`src/rtl/calc_pkg.sv`:
```
// Shared definitions for the calculator display driver: digit codes, FSM
// encoding, seven-segment glyphs and the BCD adjust step.
package calc_pkg;

  localparam int REFRESH_DIV_DEFAULT = 100000;

  typedef logic [4:0] code_t;
  typedef code_t [3:0] disp_t;

  localparam code_t CODE_DASH  = 5'd16;
  localparam code_t CODE_BLANK = 5'd17;

  typedef enum logic [1:0] {
    ST_IDLE,
    ST_SHIFT,
    ST_DONE
  } state_t;

  // Active-low segments, bit order g..a
  localparam logic [6:0] GLYPH_DASH  = 7'b0111111;
  localparam logic [6:0] GLYPH_BLANK = 7'b1111111;

  // Entry 15 (F) is listed first so GLYPH_HEX[n] is the glyph for n
  localparam logic [15:0][6:0] GLYPH_HEX = {
    7'b0001110,
    7'b0000110,
    7'b0100001,
    7'b1000110,
    7'b0000011,
    7'b0001000,
    7'b0010000,
    7'b0000000,
    7'b1111000,
    7'b0000010,
    7'b0010010,
    7'b0011001,
    7'b0110000,
    7'b0100100,
    7'b1111001,
    7'b1000000
  };

  // Double-dabble correction: every BCD nibble of 5 or more gets +3 before the shift
  function automatic logic [19:0] bcd_adjust(input logic [19:0] bcd);
    logic [19:0] res;
    res = bcd;
    for (int i = 0; i < 5; i++) begin
      if (bcd[4*i +: 4] >= 4'd5) res[4*i +: 4] = bcd[4*i +: 4] + 4'd3;
    end
    return res;
  endfunction

endpackage

```
`src/rtl/sseg_decode.sv`:
```
// Combinational digit-code to active-low seven-segment glyph decoder.
module sseg_decode
  import calc_pkg::*;
(
  input  code_t      code,
  output logic [6:0] glyph
);

  // NOTE: assign a default first so every path drives glyph and no latch is inferred.
  always_comb begin
    glyph = GLYPH_BLANK;
    if (code < 5'd16) glyph = GLYPH_HEX[code[3:0]];
    else if (code == CODE_DASH) glyph = GLYPH_DASH;
  end

endmodule

```
`src/rtl/calc_display.sv`:
```
// Four-digit multiplexed display driver: snapshots the accumulator, converts it
// to signed decimal (double dabble) or hex, and scans the result onto the digits.
module calc_display
  import calc_pkg::*;
#(
  parameter int REFRESH_DIV = REFRESH_DIV_DEFAULT
) (
  input  logic        clk,
  input  logic        rst,
  input  logic [15:0] value,
  input  logic        dec_mode,
  output logic [3:0]  an,
  output logic [6:0]  seg,
  output logic        busy
);

  localparam int DIV_W = (REFRESH_DIV > 1) ? $clog2(REFRESH_DIV) : 1;

  state_t      state;
  logic [15:0] snap_val;
  logic        snap_mode;
  logic        snap_ok;
  logic [15:0] mag;
  logic [19:0] bcd;
  logic [3:0]  count;
  disp_t       disp;
  disp_t       fmt;

  logic [DIV_W-1:0] div;
  logic [1:0]       idx;
  logic [6:0]       glyph;

  // Formatter: pure function of the snapshot and the finished BCD value
  logic neg;
  logic in_range;
  logic z3, z32, z321;

  always_comb begin
    neg      = snap_val[15];
    in_range = neg ? (bcd[19:12] == 8'd0) : (bcd[19:16] == 4'd0);
    z3       = (bcd[15:12] == 4'd0);
    z32      = z3 && (bcd[11:8] == 4'd0);
    z321     = z32 && (bcd[7:4] == 4'd0);
    fmt      = {4{CODE_DASH}};
    if (!snap_mode) begin
      for (int i = 0; i < 4; i++) fmt[i] = {1'b0, snap_val[4*i +: 4]};
    end else if (in_range) begin
      fmt[3] = neg ? CODE_DASH : (z3 ? CODE_BLANK : {1'b0, bcd[15:12]});
      fmt[2] = z32  ? CODE_BLANK : {1'b0, bcd[11:8]};
      fmt[1] = z321 ? CODE_BLANK : {1'b0, bcd[7:4]};
      fmt[0] = {1'b0, bcd[3:0]};
    end
  end

  // Converter FSM. The snapshot is what gets formatted, so inputs that move
  // mid-conversion never leak into disp; IDLE notices the mismatch afterwards.
  // NOTE: sequential state uses non-blocking assignments so every flop samples pre-edge values.
  always_ff @(posedge clk) begin
    if (rst) begin
      state     <= ST_IDLE;
      snap_val  <= '0;
      snap_mode <= 1'b0;
      snap_ok   <= 1'b0;
      mag       <= '0;
      bcd       <= '0;
      count     <= '0;
      busy      <= 1'b0;
      // NOTE: disp is a handful of flops that must come up blank, so it is reset like any register.
      disp      <= {4{CODE_BLANK}};
    end else begin
      case (state)
        ST_IDLE: begin
          if (!snap_ok || value != snap_val || dec_mode != snap_mode) begin
            snap_val  <= value;
            snap_mode <= dec_mode;
            snap_ok   <= 1'b1;
            busy      <= 1'b1;
            if (dec_mode) begin
              mag   <= value[15] ? (~value + 16'd1) : value;
              bcd   <= '0;
              count <= '0;
              state <= ST_SHIFT;
            end else begin
              state <= ST_DONE;
            end
          end
        end
        ST_SHIFT: begin
          {bcd, mag} <= {bcd_adjust(bcd), mag} << 1;
          count      <= count + 4'd1;
          if (count == 4'd15) state <= ST_DONE;
        end
        ST_DONE: begin
          disp  <= fmt;
          busy  <= 1'b0;
          state <= ST_IDLE;
        end
        default: state <= ST_IDLE;
      endcase
    end
  end

  sseg_decode u_decode (
    .code  (disp[idx]),
    .glyph (glyph)
  );

  // Scanner runs free of the converter; an and seg are registered together
  always_ff @(posedge clk) begin
    if (rst) begin
      div <= '0;
      idx <= 2'd0;
      an  <= 4'b1110;
      seg <= GLYPH_BLANK;
    end else begin
      if (div == DIV_W'(REFRESH_DIV - 1)) begin
        div <= '0;
        idx <= idx + 2'd1;
      end else begin
        div <= div + 1'b1;
      end
      an  <= ~(4'b0001 << idx);
      seg <= glyph;
    end
  end

endmodule

```
`config.mk`:
```
export PLATFORM = sky130hd
export DESIGN_NAME = calc_display
export DESIGN_NICKNAME = d
export VERILOG_FILES = /design/src/rtl/calc_pkg.sv /design/src/rtl/sseg_decode.sv /design/src/rtl/calc_display.sv
export SDC_FILE = /design/constraint.sdc
export NUM_CORES = 1
export LEC_CHECK = 0
export BUFFER_PORTS_ARGS = -buffer_cell sky130_fd_sc_hd__buf_2
export CORE_ASPECT_RATIO = 2
export CORE_MARGIN = 10
export CORE_UTILIZATION = 53
export CTS_CLUSTER_SIZE = 8
export DETAILED_ROUTE_END_ITERATION = 8
export PLACE_DENSITY = 0.79
export SETUP_SLACK_MARGIN = 0.05
export SYNTH_ARGS = -nofsm -noshare
export SYNTH_HDL_FRONTEND = slang
export SYNTH_SLANG_ARGS = --single-unit
```
`constraint.sdc`:
```
create_clock -name clk -period 2.07 [get_ports clk]
set_input_delay 0.207 -clock clk [delete_from_list [all_inputs] [get_ports clk]]
set_output_delay 0.207 -clock clk [all_outputs]
set_load 0.01 [all_outputs]
```
==> results.py <==
metrics = {
    "placed_design": {
        "dp.cells": 840,
        "gp_congestion": 0.879,
        "io_buffers": 30,
        "pre_cts_slack_ns": 0.0695,
        "hpwlAfterDp_um": 10900,
    },
    "pwr": {
        "finalPower_mw": 5.14,
        "ir_drop_mv": 0.611,
        "powerDensity_nw_per_um2": 767,
        "total_leakage_power_nw": 2.64,
    },
    "floorplanning": {
        "dieArea_um2": 16100,
        "rows": 54,
        "die_x_um": 94.8,
        "boundaryPins": 31,
        "core-area_um2": 10900,
        "die_h_um": 170,
        "initial_core_util_pct": 54.2,
    },
    "logic_synthesis": {
        "synth_top_area_share_pct": 37.5,
        "synthSimpleGateAreaFrac_pct": 20.0,
        "seq_area_frac_synth_pct": 37.5,
        "synth-compound-area-share_pct": 15.1,
        "synthesis.area_um2": 5930,
        "ys_types": 65,
        "synth_xor_area_share_pct": 7.53,
        "synth_edf_count": 0,
        "synth_top_cell_by_area": "dfxtp_1",
        "synthMuxAreaShare_pct": 9.75,
        "yosysMostFrequentCell": "dfxtp_1",
        "synthTopCellsByArea": "dfxtp_1 37%, mux2i_1 7.1%, ha_1 5.1%, nand2_1 4.8%, nor2_1 4.6%",
        "ys.flop_type": "dfxtp_1",
        "synth_seq_cells": 111,
        "synth.net_count": 723,
        "async_flop_share_pct": 0,
        "yosysWarnings": 0,
        "syn_area_per_cell_um2": 8.72,
        "synth_commonest_cells": "111 x dfxtp_1, 76 x nand2_1, 72 x nor2_1",
        "synth_cells": 680,
        "synth_top_family_by_area": "simple AND/OR/NAND/NOR gates",
        "synthAdderAreaFrac_pct": 5.06,
    },
    "drt": {
        "drcViolationCount": 0,
        "wl_per_cell_um": 17.3,
        "drt_iter0_drc": 389,
        "wl_um": 14800,
        "num_vias": 5098,
        "first_pass_iters": 6,
        "vias_per_cell": 5.95,
        "ant_nets": 0,
    },
    "clock_tree": {
        "cts_root_buffer": "clkbuf_16",
        "cts_max_level": 3,
        "clockBufferDepth": 2,
        "cts_buffers": 9,
        "tritoncts": "yes",
        "clk_pin_slew_ns": 0.08,
        "clk_latency_ns": 0.35,
        "cts_sinks": 111,
        "hold_buffers": 0,
    },
    "setup_path": {
        "crit_fanout": 6,
        "endpoint_kind": "register",
        "arrival_ns": 2.22,
        "criticalPathCategory": "reg -> reg",
        "cp.required_ns": 2.32,
        "cp-startpoint": "snap_val[8]$_SDFFE_PP0P_",
        "reg2reg_from": "snap_val[8]$_SDFFE_PP0P_",
        "worst_setup_path_start_kind": "register",
    },
    "finish": {
        "layout-drive-gt1-share_pct": 16.5,
        "diodes": 0,
        "stdcell_count": 857,
        "fillers": 918,
        "post-route-util_pct": 61.3,
        "final_nets": 755,
        "area_delta_synth_final_pct": 13.1,
    },
    "grt": {
        "grt_pass1_wl_um": 24400,
        "grt_usage_pct": 18.7,
        "overflow": 0,
        "antenna_found_initial": 0,
        "grt_pass1_vias": 5228,
        "grt_max_degree": 41,
    },
    "min_path": {
        "min_path_type": "in -> reg",
        "worstHoldStart": "value[2]",
    },
    "sta": {
        "setup_viol": 0,
        "relSlewSlack_pct": 53.4,
        "hold_viol": 0,
        "fmax_ghz": 0.506,
        "tightest_slew_ns": 0.697,
        "grt_setup_unrepaired": "true",
        "finalCriticalPeriod_ns": 1.98,
        "skew_ns": 0.00979,
        "fin_crit_sh_pct": 95.5,
        "setup_ws_ns": 0.0939,
        "setup_tns_ns": 0,
        "slew_viol_final": 0,
    },
    "outcome": {
        "status": "complete, no violations",
    },
    "job": {
        "drv_cap": 0,
    },
}
## repair_timing
action / 4_1_cts / 5_1_grt
pin swaps: 0 / 1
buffers inserted: 0 / 1
gates resized for setup: 2 / 12
endpoints found under the setup margin: 2 / 24
## routing by layer
layer	wire length (um)	global-route usage, %	vias to the layer above
li1	-	-	2443
met1	5310	18.1	2440
met2	8130	34.6	166
met3	594	3.28	49
met4	757	12.0	0
met5	0	0	-
## cells by family (layout without fill, tap and decap cells)
logic type      after synthesis  after routing
buf+inv                      68            105
compound gates              127            127
mux                          51             51
simple gates                248            248
fa+ha+maj                    24             24
xor+xnor                     51             51
flops                       111            111
## final timing paths
path                            slack [ns]                       end  depth (start not counted)
worst min register to register        0.46         div[0]$_SDFF_PP0_                          1
worst min-delay path                  0.15  snap_val[2]$_SDFFE_PP0P_                          3
worst max register to register        0.09       mag[0]$_SDFFE_PP0P_                          7
worst max-delay path                  0.09       mag[0]$_SDFFE_PP0P_                          7
## state kept, by name (all words and copies together) (netlist names)
name,cells
an,4
bcd,20
busy,1
count,4
disp,20
div,17
idx,2
mag,16
seg,7
snap_mode,1
snap_ok,1
snap_val,16
state,2
## layout make-up
type,instances,area [um^2],share of cell area [%]
clock inverters,6,85.1,1.27
well taps,140,175,2.61
multi-input cells,501,3450,51.5
clock buffers,10,239,3.56
repair buffers,66,445,6.64
flip-flops and latches,111,2220,33.1
inverters,23,86.3,1.29
## per-stage QoR
step / hold slack [ns] / cell area [um^2]
floorplan: 0.349 / 5930
global placement: 0.428 / 6330
detailed placement: 0.442 / 6330
CTS: 0.140 / 6660
global route: 0.144 / 6710
finish: 0.149 / 6710
## cells in the final DEF (no fill, tap or decap), types with 4 or more instances in the layout
| master | count |
|---|---|
| a211oi_1 | 11 |
| inv_1 | 20 |
| buf_2 | 30 |
| o21ai_0 | 24 |
| xor2_1 | 23 |
| buf_4 | 34 |
| a221oi_1 | 11 |
| and3_1 | 10 |
| a21oi_1 | 24 |
| clkbuf_16 | 9 |
| nand2_1 | 76 |
| nand2b_1 | 9 |
| mux4_2 | 5 |
| o31ai_1 | 5 |
| nor3b_1 | 4 |
| dfxtp_1 | 111 |
| a211o_1 | 7 |
| ha_1 | 21 |
| mux2i_1 | 42 |
| xnor2_1 | 28 |
| nand4_1 | 4 |
| o211ai_1 | 8 |
| nor2b_1 | 5 |
| a21o_1 | 7 |
| nor2_1 | 70 |
| nor3_1 | 28 |
| nand3_1 | 14 |
## critical path: stages (launching register included)
cell	delay (ns)
dfxtp_1	0.40
xor2_1	0.26
nor4_2	0.10
and3_4	0.21
a311o_1	0.35
buf_4	0.17
buf_4	0.15
a32o_1	0.24
## power by group
part	internal [mW]	switching (mW)	leakage [nW]
sequential	2.28	0.106	0.907
clock	1.00	0.857	0.156
combinational	0.385	0.513	1.58
total	3.67	1.48	2.64
No activity file was read; power rests on OpenSTA's default activity.
